### config.mk
export PLATFORM = sky130hd
export DESIGN_NAME = alu_issue_stage
export DESIGN_NICKNAME = d
export VERILOG_FILES = /design/src/rtl/alu_pkg.sv /design/src/rtl/alu_cmd_fifo.sv /design/src/rtl/alu_issue_stage.sv
export SDC_FILE = /design/constraint.sdc
export NUM_CORES = 1
export LEC_CHECK = 0
export BUFFER_PORTS_ARGS = -buffer_cell sky130_fd_sc_hd__buf_2
export CORE_ASPECT_RATIO = 0.7
export CORE_UTILIZATION = 40
export DETAILED_ROUTE_END_ITERATION = 16
export PLACE_DENSITY = 0.61
export SYNTH_ARGS = -nofsm -noshare
export SYNTH_HDL_FRONTEND = slang
export SYNTH_SLANG_ARGS = --single-unit
### constraint.sdc
create_clock -name clk -period 6.2 [get_ports clk]
set_clock_uncertainty 0.05 [all_clocks]
set_input_delay 1.24 -clock clk [delete_from_list [all_inputs] [get_ports clk]]
set_output_delay 1.24 -clock clk [all_outputs]
set_load 0.01 [all_outputs]
### src/rtl/alu_pkg.sv
// Shared definitions for the ALU issue stage: opcodes, FSM states and a
// small opcode classification helper.
package alu_pkg;

  localparam logic [2:0] OP_ADD = 3'b000;
  localparam logic [2:0] OP_SUB = 3'b001;
  localparam logic [2:0] OP_MAX = 3'b010;
  localparam logic [2:0] OP_CMP = 3'b011;
  localparam logic [2:0] OP_AVG = 3'b100;
  localparam logic [2:0] OP_SQR = 3'b101;
  localparam logic [2:0] OP_ABS = 3'b110;
  localparam logic [2:0] OP_SHR = 3'b111;

  typedef enum logic [1:0] {
    S_IDLE = 2'd0,
    S_EXEC = 2'd1,
    S_RESP = 2'd2
  } state_e;

  // Only add and subtract can produce a meaningful signed overflow.
  function automatic logic is_arith(input logic [2:0] op);
    return (op == OP_ADD) || (op == OP_SUB);
  endfunction

endpackage

### src/rtl/alu_cmd_fifo.sv
// Command FIFO: DEPTH entries of W bits, registered storage and pointers,
// occupancy counter 0..DEPTH. Push is ignored when full, pop when empty.
module alu_cmd_fifo
  import alu_pkg::*;
#(
  parameter int W     = 13,
  parameter int DEPTH = 4
) (
  input  logic         clk,
  input  logic         rst,
  input  logic         push,
  input  logic [W-1:0] din,
  input  logic         pop,
  output logic [W-1:0] dout,
  output logic         full,
  output logic         empty
);

  localparam int PW = (DEPTH > 2) ? $clog2(DEPTH) : 1;
  localparam int CW = $clog2(DEPTH + 1);

  logic [W-1:0]  mem_q [DEPTH];
  logic [W-1:0]  mem_d [DEPTH];
  logic [PW-1:0] wr_ptr_q, wr_ptr_d;
  logic [PW-1:0] rd_ptr_q, rd_ptr_d;
  logic [CW-1:0] count_q, count_d;
  logic          push_ok_s;
  logic          pop_ok_s;

  assign full      = (count_q == CW'(DEPTH));
  assign empty     = (count_q == CW'(0));
  assign push_ok_s = push && !full;
  assign pop_ok_s  = pop && !empty;
  assign dout      = mem_q[rd_ptr_q];

  // Next-state for storage, pointers (wrap modulo DEPTH) and occupancy.
  always_comb begin
    for (int i = 0; i < DEPTH; i++) begin
      mem_d[i] = mem_q[i];
    end
    wr_ptr_d = wr_ptr_q;
    rd_ptr_d = rd_ptr_q;
    count_d  = count_q;
    if (push_ok_s) begin
      mem_d[wr_ptr_q] = din;
      wr_ptr_d        = wr_ptr_q + PW'(1);
    end else begin
      wr_ptr_d = wr_ptr_q;
    end
    if (pop_ok_s) begin
      rd_ptr_d = rd_ptr_q + PW'(1);
    end else begin
      rd_ptr_d = rd_ptr_q;
    end
    case ({push_ok_s, pop_ok_s})
      2'b10:   count_d = count_q + CW'(1);
      2'b01:   count_d = count_q - CW'(1);
      default: count_d = count_q;
    endcase
  end

  // FIFO state registers with synchronous reset.
  always_ff @(posedge clk) begin
    if (rst) begin
      for (int i = 0; i < DEPTH; i++) begin
        mem_q[i] <= '0;
      end
      wr_ptr_q <= '0;
      rd_ptr_q <= '0;
      count_q  <= '0;
    end else begin
      for (int i = 0; i < DEPTH; i++) begin
        mem_q[i] <= mem_d[i];
      end
      wr_ptr_q <= wr_ptr_d;
      rd_ptr_q <= rd_ptr_d;
      count_q  <= count_d;
    end
  end

endmodule

### src/rtl/alu_issue_stage.sv
// ALU issue stage: buffers commands, drives registered operands into an
// external combinational ALU, captures its flags one cycle later and
// returns a masked response. Also keeps a saturating overflow count.
module alu_issue_stage
  import alu_pkg::*;
#(
  parameter int N     = 5,
  parameter int DEPTH = 4,
  parameter int CNT_W = 8
) (
  input  logic             clk,
  input  logic             rst,
  input  logic             cmd_valid,
  output logic             cmd_ready,
  input  logic [N-1:0]     cmd_a,
  input  logic [N-1:0]     cmd_b,
  input  logic [2:0]       cmd_op,
  output logic [N-1:0]     alu_a,
  output logic [N-1:0]     alu_b,
  output logic [2:0]       alu_op,
  input  logic [N-1:0]     alu_result,
  input  logic             alu_sign,
  input  logic             alu_overflow,
  input  logic             alu_status,
  output logic             rsp_valid,
  input  logic             rsp_ready,
  output logic [N-1:0]     rsp_result,
  output logic             rsp_sign,
  output logic             rsp_overflow,
  output logic             rsp_status,
  output logic [2:0]       rsp_op,
  output logic [CNT_W-1:0] ovf_count,
  output logic             busy
);

  localparam int FW = 2 * N + 3;
  localparam logic [CNT_W-1:0] CNT_MAX = {CNT_W{1'b1}};

  state_e           state_q, state_d;
  logic [N-1:0]     alu_a_q, alu_a_d;
  logic [N-1:0]     alu_b_q, alu_b_d;
  logic [2:0]       alu_op_q, alu_op_d;
  logic             rsp_valid_q, rsp_valid_d;
  logic [N-1:0]     rsp_result_q, rsp_result_d;
  logic             rsp_sign_q, rsp_sign_d;
  logic             rsp_overflow_q, rsp_overflow_d;
  logic             rsp_status_q, rsp_status_d;
  logic [2:0]       rsp_op_q, rsp_op_d;
  logic [CNT_W-1:0] ovf_cnt_q, ovf_cnt_d;

  logic             fifo_push_s;
  logic             fifo_pop_s;
  logic [FW-1:0]    fifo_din_s;
  logic [FW-1:0]    fifo_dout_s;
  logic             fifo_full_s;
  logic             fifo_empty_s;
  logic [N-1:0]     head_a_s;
  logic [N-1:0]     head_b_s;
  logic [2:0]       head_op_s;
  logic             ovf_masked_s;
  logic             status_masked_s;

  assign cmd_ready   = !fifo_full_s;
  assign fifo_push_s = cmd_valid && !fifo_full_s;
  assign fifo_din_s  = {cmd_a, cmd_b, cmd_op};
  assign {head_a_s, head_b_s, head_op_s} = fifo_dout_s;

  alu_cmd_fifo #(
    .W     (FW),
    .DEPTH (DEPTH)
  ) u_fifo (
    .clk   (clk),
    .rst   (rst),
    .push  (fifo_push_s),
    .din   (fifo_din_s),
    .pop   (fifo_pop_s),
    .dout  (fifo_dout_s),
    .full  (fifo_full_s),
    .empty (fifo_empty_s)
  );

  // Flag masking keyed on the opcode currently presented to the ALU.
  always_comb begin
    ovf_masked_s    = 1'b0;
    status_masked_s = 1'b0;
    if (is_arith(alu_op_q)) begin
      ovf_masked_s = alu_overflow;
    end else begin
      ovf_masked_s = 1'b0;
    end
    if (alu_op_q == OP_CMP) begin
      status_masked_s = alu_status;
    end else begin
      status_masked_s = 1'b0;
    end
  end

  // Issue FSM: pop into ALU operand regs, capture after one settle cycle,
  // hold the response until the consumer takes it.
  always_comb begin
    state_d        = state_q;
    alu_a_d        = alu_a_q;
    alu_b_d        = alu_b_q;
    alu_op_d       = alu_op_q;
    rsp_valid_d    = rsp_valid_q;
    rsp_result_d   = rsp_result_q;
    rsp_sign_d     = rsp_sign_q;
    rsp_overflow_d = rsp_overflow_q;
    rsp_status_d   = rsp_status_q;
    rsp_op_d       = rsp_op_q;
    ovf_cnt_d      = ovf_cnt_q;
    fifo_pop_s     = 1'b0;

    case (state_q)
      S_IDLE: begin
        if (!fifo_empty_s) begin
          fifo_pop_s = 1'b1;
          alu_a_d    = head_a_s;
          alu_b_d    = head_b_s;
          alu_op_d   = head_op_s;
          state_d    = S_EXEC;
        end else begin
          state_d = S_IDLE;
        end
      end
      S_EXEC: begin
        rsp_valid_d    = 1'b1;
        rsp_result_d   = alu_result;
        rsp_sign_d     = alu_sign;
        rsp_overflow_d = ovf_masked_s;
        rsp_status_d   = status_masked_s;
        rsp_op_d       = alu_op_q;
        state_d        = S_RESP;
        if (ovf_masked_s && (ovf_cnt_q != CNT_MAX)) begin
          ovf_cnt_d = ovf_cnt_q + CNT_W'(1);
        end else begin
          ovf_cnt_d = ovf_cnt_q;
        end
      end
      S_RESP: begin
        if (rsp_valid_q && rsp_ready) begin
          rsp_valid_d = 1'b0;
          if (!fifo_empty_s) begin
            fifo_pop_s = 1'b1;
            alu_a_d    = head_a_s;
            alu_b_d    = head_b_s;
            alu_op_d   = head_op_s;
            state_d    = S_EXEC;
          end else begin
            state_d = S_IDLE;
          end
        end else begin
          state_d = S_RESP;
        end
      end
      default: begin
        rsp_valid_d = 1'b0;
        state_d     = S_IDLE;
      end
    endcase
  end

  // Control and datapath registers with synchronous reset.
  always_ff @(posedge clk) begin
    if (rst) begin
      state_q        <= S_IDLE;
      alu_a_q        <= '0;
      alu_b_q        <= '0;
      alu_op_q       <= 3'b000;
      rsp_valid_q    <= 1'b0;
      rsp_result_q   <= '0;
      rsp_sign_q     <= 1'b0;
      rsp_overflow_q <= 1'b0;
      rsp_status_q   <= 1'b0;
      rsp_op_q       <= 3'b000;
      ovf_cnt_q      <= '0;
    end else begin
      state_q        <= state_d;
      alu_a_q        <= alu_a_d;
      alu_b_q        <= alu_b_d;
      alu_op_q       <= alu_op_d;
      rsp_valid_q    <= rsp_valid_d;
      rsp_result_q   <= rsp_result_d;
      rsp_sign_q     <= rsp_sign_d;
      rsp_overflow_q <= rsp_overflow_d;
      rsp_status_q   <= rsp_status_d;
      rsp_op_q       <= rsp_op_d;
      ovf_cnt_q      <= ovf_cnt_d;
    end
  end

  assign alu_a        = alu_a_q;
  assign alu_b        = alu_b_q;
  assign alu_op       = alu_op_q;
  assign rsp_valid    = rsp_valid_q;
  assign rsp_result   = rsp_result_q;
  assign rsp_sign     = rsp_sign_q;
  assign rsp_overflow = rsp_overflow_q;
  assign rsp_status   = rsp_status_q;
  assign rsp_op       = rsp_op_q;
  assign ovf_count    = ovf_cnt_q;
  assign busy         = (state_q != S_IDLE) || !fifo_empty_s;

endmodule

-- After elaboration in Yosys (flattened, before gate mapping)
Memories as Yosys holds them, arrays and structs flattened. A register that Yosys moved wholly into a read port is not among the register bits.
Cells that the tools add are included.
- $add $sub $neg: 5
- $lt $le $gt $ge: 2
- equality and inequality tests: 9
- mux-type cells: 33
- bitwise logic cells: 6
- reductions and logical operators: 19
- operators by type and width (cell ; number):
    $mux 13 ; 5
    $bwmux 52 ; 1
    $mux 52 ; 1
    $demux 13 s2 ; 1
    $mux 5 ; 4
    $pmux 5 s2 ; 2
    $pmux 3 s2 ; 2
    $mux 1 ; 9
    $add 8x1->8 const B ; 1
    $ne 8x8->1 const B ; 1
    $logic_and 1x1->1 ; 6
    $logic_not 3->1 ; 2
    $mux 2 ; 3
    $mux 3 ; 2
    $pmux 2 s3 ; 1
    $reduce_and 2->1 ; 3
    $reduce_bool 2->1 ; 3
    $add 2x1->2 const B ; 2
    $eq 2x1->1 const B ; 2
    $eq 2x2->1 const B ; 2
    $or 1x1->1 ; 4
    $add 3x1->3 const B ; 1
    $eq 3x1->1 const B ; 1
    $eq 3x2->1 const B ; 1
    12 further kinds ; 14
- register bits after elaboration: 42
- RAM bits: 52
- word-level logic and storage cells: 89
- memories: 1
- memories (name ; depth ; width ; rd ports ; clocked after Yosys merged registers in ; write ports ; RTL line ; source):
    u_fifo.mem_q ; 4 ; 13 ; 5 ; 1 ; 4 ; alu_cmd_fifo.sv:22 ; logic [W-1:0] mem_q [DEPTH];

-- Logic depth before layout (Yosys ltp)
Gate-level depths: netlist of run 1.
- depth in word-level cells: 8
- gate-level depth with buffers: 9

-- Modules after synthesis
A second synthesis of run 1 with hierarchy kept.
- cells, all modules: 426
- area, all modules: 4249.1 µm²
- modules (own cells, without submodules) (module ; times used ; cells an instance ; area each (µm²) ; seq. area each (µm²)):
    alu_cmd_fifo ; 1 ; 253 ; 2854.0 ; 1221.2
    alu_issue_stage ; 1 ; 173 ; 1395.1 ; 700.7

-- Least setup slack after synthesis of run 1
OpenSTA, ideal clock, no wires.
- path type: input -> register
- start point: in rsp_ready
- end point: reg u_fifo.count_q[2]
- arrival: 2998 ps
- path slack: 3081 ps
- stages on the path: 9
- buffers on the path: 1
- path through: nand2_1 -> a211o_1 -> inv_2 -> buf_2 -> ha_1 -> fa_1 -> xnor2_1 -> or3_1 -> a21oi_1
- cells in the longest elaborated chain, start to end: 6
- ends and longest elaborated chain (item ; RTL line ; source):
    from (decl) ; alu_issue_stage.sv:26 ; input logic rsp_ready,
    $logic_and 1x1->1 (*) ; alu_issue_stage.sv:141 ; if (rsp_valid_q && rsp_ready) begin
    $mux 1 (*) ; alu_issue_stage.sv:141 ;
    $pmux 1 s2 (*) ; alu_issue_stage.sv:114 ; case (state_q)
    $logic_and 1x1->1 (*) ; alu_cmd_fifo.sv:33 ; assign pop_ok_s = pop && !empty;
    named net u_fifo.pop_ok_s ; alu_cmd_fifo.sv:28 ; logic pop_ok_s;
    $eq 2x1->1 / $eq 2x2->1 (equally long branches) ; alu_cmd_fifo.sv:55 ; case ({push_ok_s, pop_ok_s})
    $pmux 3 s2 / $reduce_bool 2->1 (equally long branches) ; -- ;
    to (signal assigned) ; alu_cmd_fifo.sv:77 ; count_q <= count_d;
    to (decl) ; alu_cmd_fifo.sv:26 ; logic [CW-1:0] count_q, count_d;
The timed path passes the listed nets; every way through them passes the cells marked *.
A chain may end at the register's enable or synchronous reset.

-- Worst setup path in the final report of run 1
- start point: in rsp_ready
- end point: reg u_fifo.count_q[2]
- cells in the longest elaborated chain, start to end: 6
- ends and longest elaborated chain (item ; RTL line):
    $logic_and 1x1->1 (*) ; alu_issue_stage.sv:141
    $mux 1 (*) ; alu_issue_stage.sv:141
    $pmux 1 s2 (*) ; alu_issue_stage.sv:114
    $logic_and 1x1->1 (*) ; alu_cmd_fifo.sv:33
    $eq 2x1->1 / $eq 2x2->1 (equally long branches) ; alu_cmd_fifo.sv:55
    $pmux 3 s2 / $reduce_bool 2->1 (equally long branches) ; --
Every way passes the cells marked *; elsewhere a longest branch is shown, timed or not.

==> impl_metrics.py, run 1 <==
metrics = {
    "min_path": {
        "holdPathStages": 2,
        "hp-class": "reg -> reg",
        "min-delay-start": "rsp_result[1]",
    },
    "sta": {
        "setup_ws_ns": 2.913,
        "rsz0062_at_grt": "false",
        "fin_crit_ns": 3.287,
        "slew_headroom_pct": 36.15,
        "report.final.slew_viol_count": 0,
        "period_share_pct": 53.02,
        "finalHoldViolations": 0,
        "max_clock_freq_ghz": 0.3042,
        "tightest_slew_ns": 0.9565,
        "setup_tns_ns": 0,
        "setup_viol_count_final": 0,
    },
    "clocking": {
        "clkLatencyLatePin_ns": 0.35,
        "cts_tree": "yes",
        "cts_buffer_depth": 2,
        "ctsResizeCount": 0,
        "cts_buffers": 9,
        "clockRootBuffer": "clkbuf_16",
        "clock-sinks": 96,
        "cts_hold_buf": 0,
        "path_clk_slew_ns": 0.06,
        "ctsHtreeMaxLevel": 3,
        "postCtsSetupRepairBufs": 0,
    },
    "routing": {
        "drtIter0Drc": 265,
        "wl_mm": 9.551,
        "dr.pass1.iters": 5,
        "viasPerCell": 5.191,
        "vias": 3260,
        "route.detailed.drc": 0,
        "ant_nets": 0,
        "wl_per_cell_um": 15.21,
    },
    "die": {
        "die_w_um": 120.3,
        "core_um2": 9289,
        "rows": 29,
        "pin_count": 60,
        "die_h_um": 84.79,
        "initial_core_util_pct": 42.16,
        "die-area_um2": 10200,
    },
    "synthesis": {
        "synthCells": 456,
        "synthesis.nets": 488,
        "yosys_warnings": 0,
        "ys_seq_area_share_pct": 49.07,
        "syn_area_um2": 3916,
        "syn_area_per_cell_um2": 8.588,
        "yosysUniqueCellTypes": 40,
        "synth-seq-cells": 96,
    },
    "global_route": {
        "grt_use_total_pct": 19.89,
        "grt_max_degree": 81,
        "grt_remaining_overflow": 0,
        "grt_pass1_wl_mm": 15.47,
        "antenna_found_initial": 0,
        "grt_pass1_vias": 2991,
    },
    "power_and_ir_drop": {
        "power.total_mw": 1.745,
        "powerDensity_nw_per_um2": 386.6,
        "ir_worst_vdd_mv": 0.1639,
        "p_leak_nw": 1.687,
    },
    "placed_design": {
        "portBuffers": 59,
        "dp.cells": 612,
        "hpwl_mm": 6.296,
        "pre_cts_slack_ns": 2.535,
        "routabilityCongestion": 0.7687,
        "place_area_um2": 4224,
    },
    "cells_and_area": {
        "drive_above_1_share_pct": 18.45,
        "layout_commonest_cell": "nand2_1",
        "nNetsFinal": 531,
        "instances_no_fill": 628,
        "finalInstanceArea_um2": 4513,
        "final_cell_mix": "nand2_1 (156), dfxtp_1 (96), a21oi_1 (86)",
        "syn_to_final_growth_pct": 15.24,
        "antennaDiodeCount": 0,
    },
    "setup_path": {
        "r2r_slack_ns": 3.20,
        "worstReg2RegStart": "u_fifo.count_q[0]",
        "arrival_ns": 3.50,
        "rr_worst_depth": 8,
        "cp_max_fo": 17,
        "start_kind": "primary input",
        "cp.required_ns": 6.42,
        "critPathLaunch": "rsp_ready",
        "cp-end-kind": "flip-flop",
        "path_class": "in -> reg",
    },
    "job": {
        "maxCapViolations": 0,
    },
    "run_status": {
        "outcome": "completed",
    },
}
-- metrics by stage --
step | hold slack [ns] | util, %
6_report | 0.4008 | 48.59
5_1_grt | 0.4125 | 48.59
4_1_cts | 0.4045 | 48.59
3_5_place_dp | 0.3953 | 45.47
3_3_place_gp | 0.3888 | 45.47
2_1_floorplan | 0.3805 | -
-- worst paths after layout --
check	end
worst max-delay path	u_fifo.count_q[2]
worst min-delay path	rsp_result[1]
worst max register to register	u_fifo.count_q[2]
worst min register to register	rsp_result[1]
-- layout make-up --
class / count / area (µm²)
Multi-Input combinational cell: 327 / 1826
Inverter: 5 / 18.77
Sequential cell: 96 / 1922
Fill cell: 928 / 4776
Clock inverter: 5 / 56.30
Timing Repair Buffer: 60 / 302.8
Tap cell: 124 / 155.1
Clock buffer: 11 / 232.7
-- power by group --
part,internal [mW],switching (mW),total [mW]
Clock,0.313,0.232,0.545
Combinational,0.165,0.268,0.433
Sequential,0.691,0.0752,0.766
Total,1.17,0.576,1.74
-- kinds of logic (layout without fill, tap and decap cells) --
| kind of cell | after synthesis | count (layout) | synth area share (%) |
|---|---|---|---|
| AO/OA/AOI/OAI | 99 | 99 | 13.26 |
| XOR/XNOR | 4 | 4 | 0.8947 |
| adder cells (fa/ha/maj) | 7 | 7 | 2.428 |
| buffers and inverters | 33 | 81 | 4.313 |
| flip-flops | 96 | 96 | 49.07 |
| multiplexers | 15 | 15 | 8.019 |
| AND/OR/NAND/NOR | 202 | 202 | 22.01 |
-- layer usage --
| metal | wire length, µm | vias to the layer above | track usage [%] |
|---|---|---|---|
| met5 | 0 | - | 0 |
| met4 | 77 | 0 | 5.163 |
| met3 | 542 | 9 | 6.726 |
| met2 | 4281 | 69 | 29.41 |
| met1 | 4649 | 1548 | 27.75 |
| li1 | - | 1634 | - |
-- flip-flops by register name, summed over array words and instances (netlist names), 3 cells and up, named ones only --
| signal | flops |
|---|---|
| alu_a | 5 |
| u_fifo.count_q | 3 |
| alu_b | 5 |
| rsp_result | 5 |
| rsp_op | 3 |
| ovf_count | 8 |
| alu_op | 3 |
| u_fifo.mem_q | 52 |
-- cells in the mapped netlist (all sizes together) --
cell type / number / area (µm²)
clkbuf: 14 / 62.56
nand3b: 1 / 7.510
inv: 5 / 18.76
nand2b: 1 / 6.260
o41ai: 1 / 8.760
nor4: 1 / 12.51
xor2: 1 / 8.760
ha: 6 / 75.07
a21oi: 86 / 430.4
mux2i: 1 / 10.01
nor3: 3 / 15.01
a211o: 1 / 8.760
mux4: 13 / 292.8
nand4b: 1 / 8.760
nor2b: 1 / 6.260
and2b: 1 / 10.01
and4: 2 / 22.52
nand2: 156 / 585.6
or3b: 1 / 8.760
and3: 5 / 31.28
a211oi: 1 / 7.510
buf: 14 / 87.58
mux2: 1 / 11.26
xnor2: 3 / 26.28
dfxtp: 96 / 1922
nand3: 9 / 50.05
or4: 4 / 30.03
or3: 3 / 18.77
nor2: 13 / 48.80
a31oi: 1 / 6.260
fa: 1 / 20.02
o31ai: 3 / 22.52
a21o: 1 / 7.510
o21a: 1 / 7.510
o21ai: 4 / 20.02
-- critical path: stages --
cell     delay [ns]
buf_2          0.11
nand2_1        0.08
a211o_1        0.46
inv_2          0.25
ha_1           0.31
fa_1           0.44
xnor2_1        0.15
or3_1          0.30
a21oi_1        0.17
No activity file was read; power rests on OpenSTA's default activity.
==> inputs of run 2 (changes only) <==
--- a/config.mk
+++ b/config.mk
@@ -5,11 +5,12 @@
 export SDC_FILE = /design/constraint.sdc
 export NUM_CORES = 1
 export LEC_CHECK = 0
+export ABC_AREA = 1
 export BUFFER_PORTS_ARGS = -buffer_cell sky130_fd_sc_hd__buf_2
 export CORE_ASPECT_RATIO = 0.7
 export CORE_UTILIZATION = 40
 export DETAILED_ROUTE_END_ITERATION = 16
-export PLACE_DENSITY = 0.61
+export PLACE_DENSITY = 0.62
 export SYNTH_ARGS = -nofsm -noshare
 export SYNTH_HDL_FRONTEND = slang
 export SYNTH_SLANG_ARGS = --single-unit
==> constraint.sdc (replaced) <==
create_clock -name clk -period 2.8 [get_ports clk]
set_clock_uncertainty 0.05 [all_clocks]
set_input_delay 0.56 -clock clk [delete_from_list [all_inputs] [get_ports clk]]
set_output_delay 0.56 -clock clk [all_outputs]
set_load 0.01 [all_outputs]
==> run 2 against run 1 <==
Net effect: worst hold slack got worse by 0.038 ns; highest routed layer unchanged; combinational power rose to 3.4 times the previous value; wire length increased by 7.9%; clock power increased by 110%; first-iteration DRC count decreased by 2.6%; global-route usage grew 0.38 points; die area increased by 6.1%; synthesized cell count up 21%; sequential power up 140%; critical endpoint unchanged; critical path depth increased by 1; flip-flop and latch count unchanged.
==> impl_metrics.py, run 2 <==
metrics = {
    "synthesis": {
        "syn_area_um2": 4160,
        "ys_seq_area_share_pct": 46.20,
        "synth_edf_count": 0,
        "ys_async_sr_fraction_pct": 0,
        "synth-seq-cells": 96,
        "yosys_warnings": 0,
        "yosysTopAreaCell": "dfxtp_1",
        "synthesis.nets": 585,
        "synth_common_cells": "nor2_1 (172), dfxtp_1 (96), o21ai_0 (92)",
        "synth_most_common_cell": "nor2_1",
        "synth_ff_type": "dfxtp_1",
        "syn_area_per_cell_um2": 7.523,
        "synth_top_cell_area_share_pct": 46.20,
        "synthCells": 553,
        "synth_area_leaders": "dfxtp_1 (46%), nor2_1 (16%), o21ai_0 (11%)",
        "yosysUniqueCellTypes": 33,
    },
    "cells_and_area": {
        "fillCellCount": 1008,
        "largest_reg_flops": 52,
        "utilization_pct": 47.75,
        "finalInstanceArea_um2": 4732,
        "largest_register": "u_fifo.mem_q",
        "antennaDiodeCount": 0,
        "nNetsFinal": 632,
        "layout_commonest_cell": "nor2_1",
        "final_cell_mix": "nor2_1 (172), dfxtp_1 (96), o21ai_0 (92)",
        "instances_no_fill": 732,
        "syn_to_final_growth_pct": 13.74,
        "drive_above_1_share_pct": 17.72,
    },
    "sta": {
        "slew_headroom_pct": 59.40,
        "period_share_pct": 75.97,
        "timing.hold.ws_ns": 0.3628,
        "max_clock_freq_ghz": 0.4701,
        "rsz0062_at_grt": "false",
        "tightest_slew_ns": 0.6081,
        "setup_tns_ns": 0,
        "finalHoldViolations": 0,
        "setup_ws_ns": 0.6727,
        "fin_crit_ns": 2.127,
        "setup_viol_count_final": 0,
        "report.final.slew_viol_count": 0,
    },
    "global_route": {
        "grt_pass1_wl_mm": 16.81,
        "grt_use_total_pct": 20.27,
        "antenna_found_initial": 0,
        "grt_max_degree": 43,
        "grt_remaining_overflow": 0,
        "grt_pass1_vias": 3380,
    },
    "setup_path": {
        "crit_path_top_delay_cell": "fa_1",
        "cp_num_cells": 10,
        "r2r_end": "u_fifo.count_q[2]",
        "start_kind": "flip-flop",
        "crit_buf_inv": 2,
        "critPathLaunch": "u_fifo.count_q[2]",
        "max_stage_delay_ns": 0.44,
        "r2r_slack_ns": 0.67,
        "setup.worst_path.end": "u_fifo.count_q[2]",
        "path_class": "reg -> reg",
        "cp_max_fo": 19,
        "worstReg2RegStart": "u_fifo.count_q[2]",
        "cp-end-kind": "flip-flop",
        "path_cells": "inv_1, nand3_2, nand2_4, inv_2, ha_1, fa_1, a21oi_1, o21ai_0, o21ai_0, a21oi_1",
        "cp.required_ns": 2.97,
        "arrival_ns": 2.30,
        "critical-path-top-delay-family": "adder cells",
        "rr_worst_depth": 10,
    },
    "routing": {
        "vias": 3622,
        "wl_per_cell_um": 14.08,
        "viasPerCell": 4.948,
        "ant_nets": 0,
        "wl_mm": 10.31,
        "dr.pass1.iters": 4,
        "drtIter0Drc": 258,
        "route.detailed.drc": 0,
    },
    "clocking": {
        "cts_buffer_depth": 2,
        "clockRootBuffer": "clkbuf_16",
        "cts_buffers": 9,
        "cts_hold_buf": 0,
        "clock-sinks": 96,
        "ctsHtreeMaxLevel": 3,
        "postCtsSetupRepairBufs": 0,
        "path_clk_slew_ns": 0.06,
        "ctsResizeCount": 0,
        "clkLatencyLatePin_ns": 0.34,
        "cts_tree": "yes",
    },
    "min_path": {
        "hp-class": "in -> reg",
        "min-delay-start": "rsp_ready",
    },
    "placed_design": {
        "routabilityCongestion": 0.8162,
        "pre_cts_slack_ns": 0.4238,
        "dp.cells": 717,
        "hpwl_mm": 6.994,
        "place_area_um2": 4459,
        "portBuffers": 59,
    },
    "power_and_ir_drop": {
        "powerDensity_nw_per_um2": 936.6,
        "power.total_mw": 4.432,
        "ir_worst_vdd_mv": 0.4131,
        "p_leak_nw": 2.044,
    },
    "job": {
        "maxCapViolations": 0,
    },
    "die": {
        "die-area_um2": 10820,
        "die_w_um": 123.9,
        "pin_count": 60,
        "initial_core_util_pct": 41.98,
        "core_um2": 9910,
        "rows": 30,
        "die_h_um": 87.33,
    },
    "run_status": {
        "outcome": "completed",
    },
}
[run 2: cell types whose count changed after synthesis, moves of 12 or more]
cell / change
nor2_1: +159
nand2_1: -100
o21ai_0: +88
a21oi_1: -60
o21ai_1: +14
mux4_2: -13
inv_1: +12
[run 2: worst min-delay path by stage]
stage                         end  slack, ns  cells past startpoint
6_report                rsp_valid       0.36                      2
5_1_grt                 rsp_valid       0.36                      2
4_1_cts                 rsp_valid       0.35                      2
3_5_place_dp            rsp_op[0]       0.41                      2
3_3_place_gp            rsp_op[0]       0.40                      2
2_1_floorplan  u_fifo.mem_q[0][0]       0.39                      2
[run 2: worst reg2reg max path, stage by stage, from the launching register on]
cell	delay, ns
dfxtp_1	0.34
inv_1	0.10
nand3_2	0.11
nand2_4	0.20
inv_2	0.06
ha_1	0.24
fa_1	0.44
a21oi_1	0.13
o21ai_0	0.12
o21ai_0	0.16
a21oi_1	0.06
[run 2: routing by layer]
layer	share of wire [%]	vias up	GRT usage (%)
met1	50	1671	28.62
met2	42	69	30.05
met4	0.99	0	5.736
met5	0	-	0
met3	6.4	9	5.563
li1	-	1873	-
[run 2: power breakdown]
part / switching (mW) / internal [mW] / total, mW
combinational: 0.978 / 0.511 / 1.49
clock: 0.512 / 0.619 / 1.13
sequential: 0.188 / 1.63 / 1.81
total: 1.68 / 2.76 / 4.43
[run 2: layout make-up]
| type | instances | area [µm²] | share of cell area, % |
|---|---|---|---|
| Timing Repair Buffer | 64 | 332.8 | 7.033 |
| Inverter | 26 | 100.1 | 2.115 |
| Clock buffer | 10 | 239.0 | 5.050 |
| Multi-Input combinational cell | 403 | 1944 | 41.09 |
| Clock inverter | 5 | 33.78 | 0.7139 |
| Tap cell | 128 | 160.2 | 3.384 |
| Sequential cell | 96 | 1922 | 40.61 |
[run 2: logic make-up (layout without fill, tap and decap cells)]
family | Yosys count | after routing | synth area share, %
compound gates | 137 | 137 | 17.08
xor+xnor | 5 | 5 | 1.053
fa+ha+maj | 7 | 7 | 2.286
buf+inv | 54 | 105 | 7.068
flops | 96 | 96 | 46.20
simple gates | 254 | 254 | 26.32
==> inputs of run 3 (changes only) <==
--- a/config.mk
+++ b/config.mk
@@ -5,12 +5,12 @@
 export SDC_FILE = /design/constraint.sdc
 export NUM_CORES = 1
 export LEC_CHECK = 0
-export ABC_AREA = 1
+export ABC_AREA = 0
 export BUFFER_PORTS_ARGS = -buffer_cell sky130_fd_sc_hd__buf_2
 export CORE_ASPECT_RATIO = 0.7
 export CORE_UTILIZATION = 40
 export DETAILED_ROUTE_END_ITERATION = 16
-export PLACE_DENSITY = 0.62
+export PLACE_DENSITY = 0.61
 export SYNTH_ARGS = -nofsm -noshare
 export SYNTH_HDL_FRONTEND = slang
 export SYNTH_SLANG_ARGS = --single-unit
==> constraint.sdc (replaced) <==
create_clock -name clk -period 1.99 [get_ports clk]
set_clock_uncertainty 0.05 [all_clocks]
set_input_delay 0.398 -clock clk [delete_from_list [all_inputs] [get_ports clk]]
set_output_delay 0.398 -clock clk [all_outputs]
set_load 0.01 [all_outputs]
==> run 3 against run 2 <==
Net effect: sequential power is 27% higher; clock power is 48% higher; wire length is 10% lower; final cell count is 12% lower; setup slack worse by 0.64 ns; die area is 5.8% lower; first-iteration DRC count is 16% lower; highest routed layer unchanged.
==> impl_metrics.py, run 3 (same netlist as run 1, synthesis figures left out) <==
metrics = {
    "power_and_ir_drop": {
        "powerDensity_nw_per_um2": 1215,
        "p_leak_nw": 1.760,
        "ir_worst_vdd_mv": 0.6724,
        "power.total_mw": 5.657,
    },
    "setup_path": {
        "cp.required_ns": 2.21,
        "cp_max_fo": 4,
        "cp-end-kind": "flip-flop",
        "arrival_ns": 2.17,
        "start_kind": "flip-flop",
        "path_class": "reg -> reg",
    },
    "global_route": {
        "grt_max_degree": 90,
        "grt_remaining_overflow": 0,
        "grt_use_total_pct": 19.34,
        "grt_pass1_vias": 2996,
        "antenna_found_initial": 0,
        "grt_pass1_wl_mm": 15.12,
    },
    "die": {
        "die_w_um": 120.3,
        "die_h_um": 84.79,
        "die-area_um2": 10200,
        "pin_count": 60,
        "initial_core_util_pct": 42.16,
        "rows": 29,
        "core_um2": 9289,
    },
    "routing": {
        "ant_nets": 0,
        "wl_mm": 9.269,
        "vias": 3220,
        "drtIter0Drc": 216,
        "wl_per_cell_um": 14.46,
        "route.detailed.drc": 0,
        "dr.pass1.iters": 4,
        "viasPerCell": 5.023,
    },
    "sta": {
        "slew_headroom_pct": 59.38,
        "fin_crit_ns": 1.956,
        "timing.hold.ws_ns": 0.2392,
        "report.final.slew_viol_count": 0,
        "max_clock_freq_ghz": 0.5111,
        "finalHoldViolations": 0,
        "tightest_slew_ns": 0.6093,
        "rsz0062_at_grt": "true",
        "setup_viol_count_final": 0,
        "period_share_pct": 98.31,
    },
    "cells_and_area": {
        "largest_reg_flops": 52,
        "nNetsFinal": 544,
        "largest_register": "u_fifo.mem_q",
        "fillCellCount": 917,
        "antennaDiodeCount": 0,
        "final_cell_mix": "nand2_1 (155), dfxtp_1 (94), a21oi_1 (86)",
        "instances_no_fill": 641,
        "multi_input_area_um2": 1854,
        "drive_above_1_share_pct": 21.66,
        "layout_commonest_cell": "nand2_1",
        "regArea_um2": 1924,
        "syn_to_final_growth_pct": 18.88,
    },
    "placed_design": {
        "dp.cells": 625,
        "hpwl_mm": 6.039,
        "routabilityCongestion": 0.7497,
        "portBuffers": 59,
    },
    "clocking": {
        "ctsHtreeMaxLevel": 3,
        "path_clk_slew_ns": 0.06,
        "cts_hold_buf": 0,
        "clockRootBuffer": "clkbuf_16",
        "cts_buffer_depth": 2,
        "clock-sinks": 96,
        "cts_buffers": 9,
        "postCtsSetupRepairBufs": 0,
        "clkLatencyLatePin_ns": 0.34,
        "cts_tree": "yes",
    },
    "job": {
        "maxCapViolations": 0,
    },
    "min_path": {
        "hp-class": "in -> reg",
    },
    "run_status": {
        "outcome": "completed",
    },
}
==> run 3: cell types whose count changed in the layout (fill, tap and decap cells not counted), moves of 4 or more <==
cell / change
buf_4: +8
a21oi_1: +60
nand2_1: +99
o21ai_0: -88
nor2_1: -159
or4_1: +4
o21ai_1: -14
inv_1: -12
mux4_2: +13
inv_2: -7
and3_1: +5
==> run 3: layout make-up <==
class	count	share of cell area, %
clock buffer	11	4.999
clock inverter	5	1.236
inverter	5	0.4031
multi-input combinational	327	39.83
sequential	96	41.33
tap	124	3.332
timing repair buffer	73	8.869
==> run 3: path summary, 6_finish.rpt <==
check,slack [ns],end,startpoint,cells past startpoint
setup / recovery,0.03,u_fifo.count_q[2],u_fifo.count_q[1],8
hold reg to reg,0.40,alu_a[0],alu_a[0],2
hold / removal,0.24,rsp_sign,alu_sign,3
setup reg to reg,0.03,u_fifo.count_q[2],u_fifo.count_q[1],8
==> run 3: what timing repair did <==
action	4_1_cts	5_1_grt
setup endpoints to repair	1	2
gates resized for setup	1	1
endpoints found under the hold margin	0	0
==> run 3: where the power goes <==
group,switching (mW),internal (mW),leakage (nW)
sequential,0.149,2.16,0.780
combinational,1.00,0.680,0.837
clock,0.698,0.974,0.143
==> run 3: worst max-delay path: stages (launching register included) <==
cell and delay, ns:
dfxtp_2 0.35, nor3_4 0.19, a211o_1 0.15, inv_2 0.06
ha_4 0.17, fa_2 0.33, xnor2_1 0.14, or3_1 0.31
a21oi_1 0.13
==> run 3: per-layer routing <==
layer | GRT usage, % | wire length (µm)
met1 | 26.07 | 4337
met2 | 29.68 | 4160
met3 | 6.929 | 676
met4 | 4.377 | 95
met5 | 0 | 0
==> run 3: metrics by stage <==
step                      instance area, µm²  utilization (%)  setup WS (ns)  TNS [ns]
after floorplan                         3945                -       -0.07877  -0.07877
after global placement                  4357            46.90        0.03075         0
after detailed placement                4357            46.90       -0.02045  -0.02045
after CTS                               4653            50.09       0.006490         0
after global routing                    4656            50.12       -0.06668  -0.06668
final                                   4656            50.12        0.03361         0
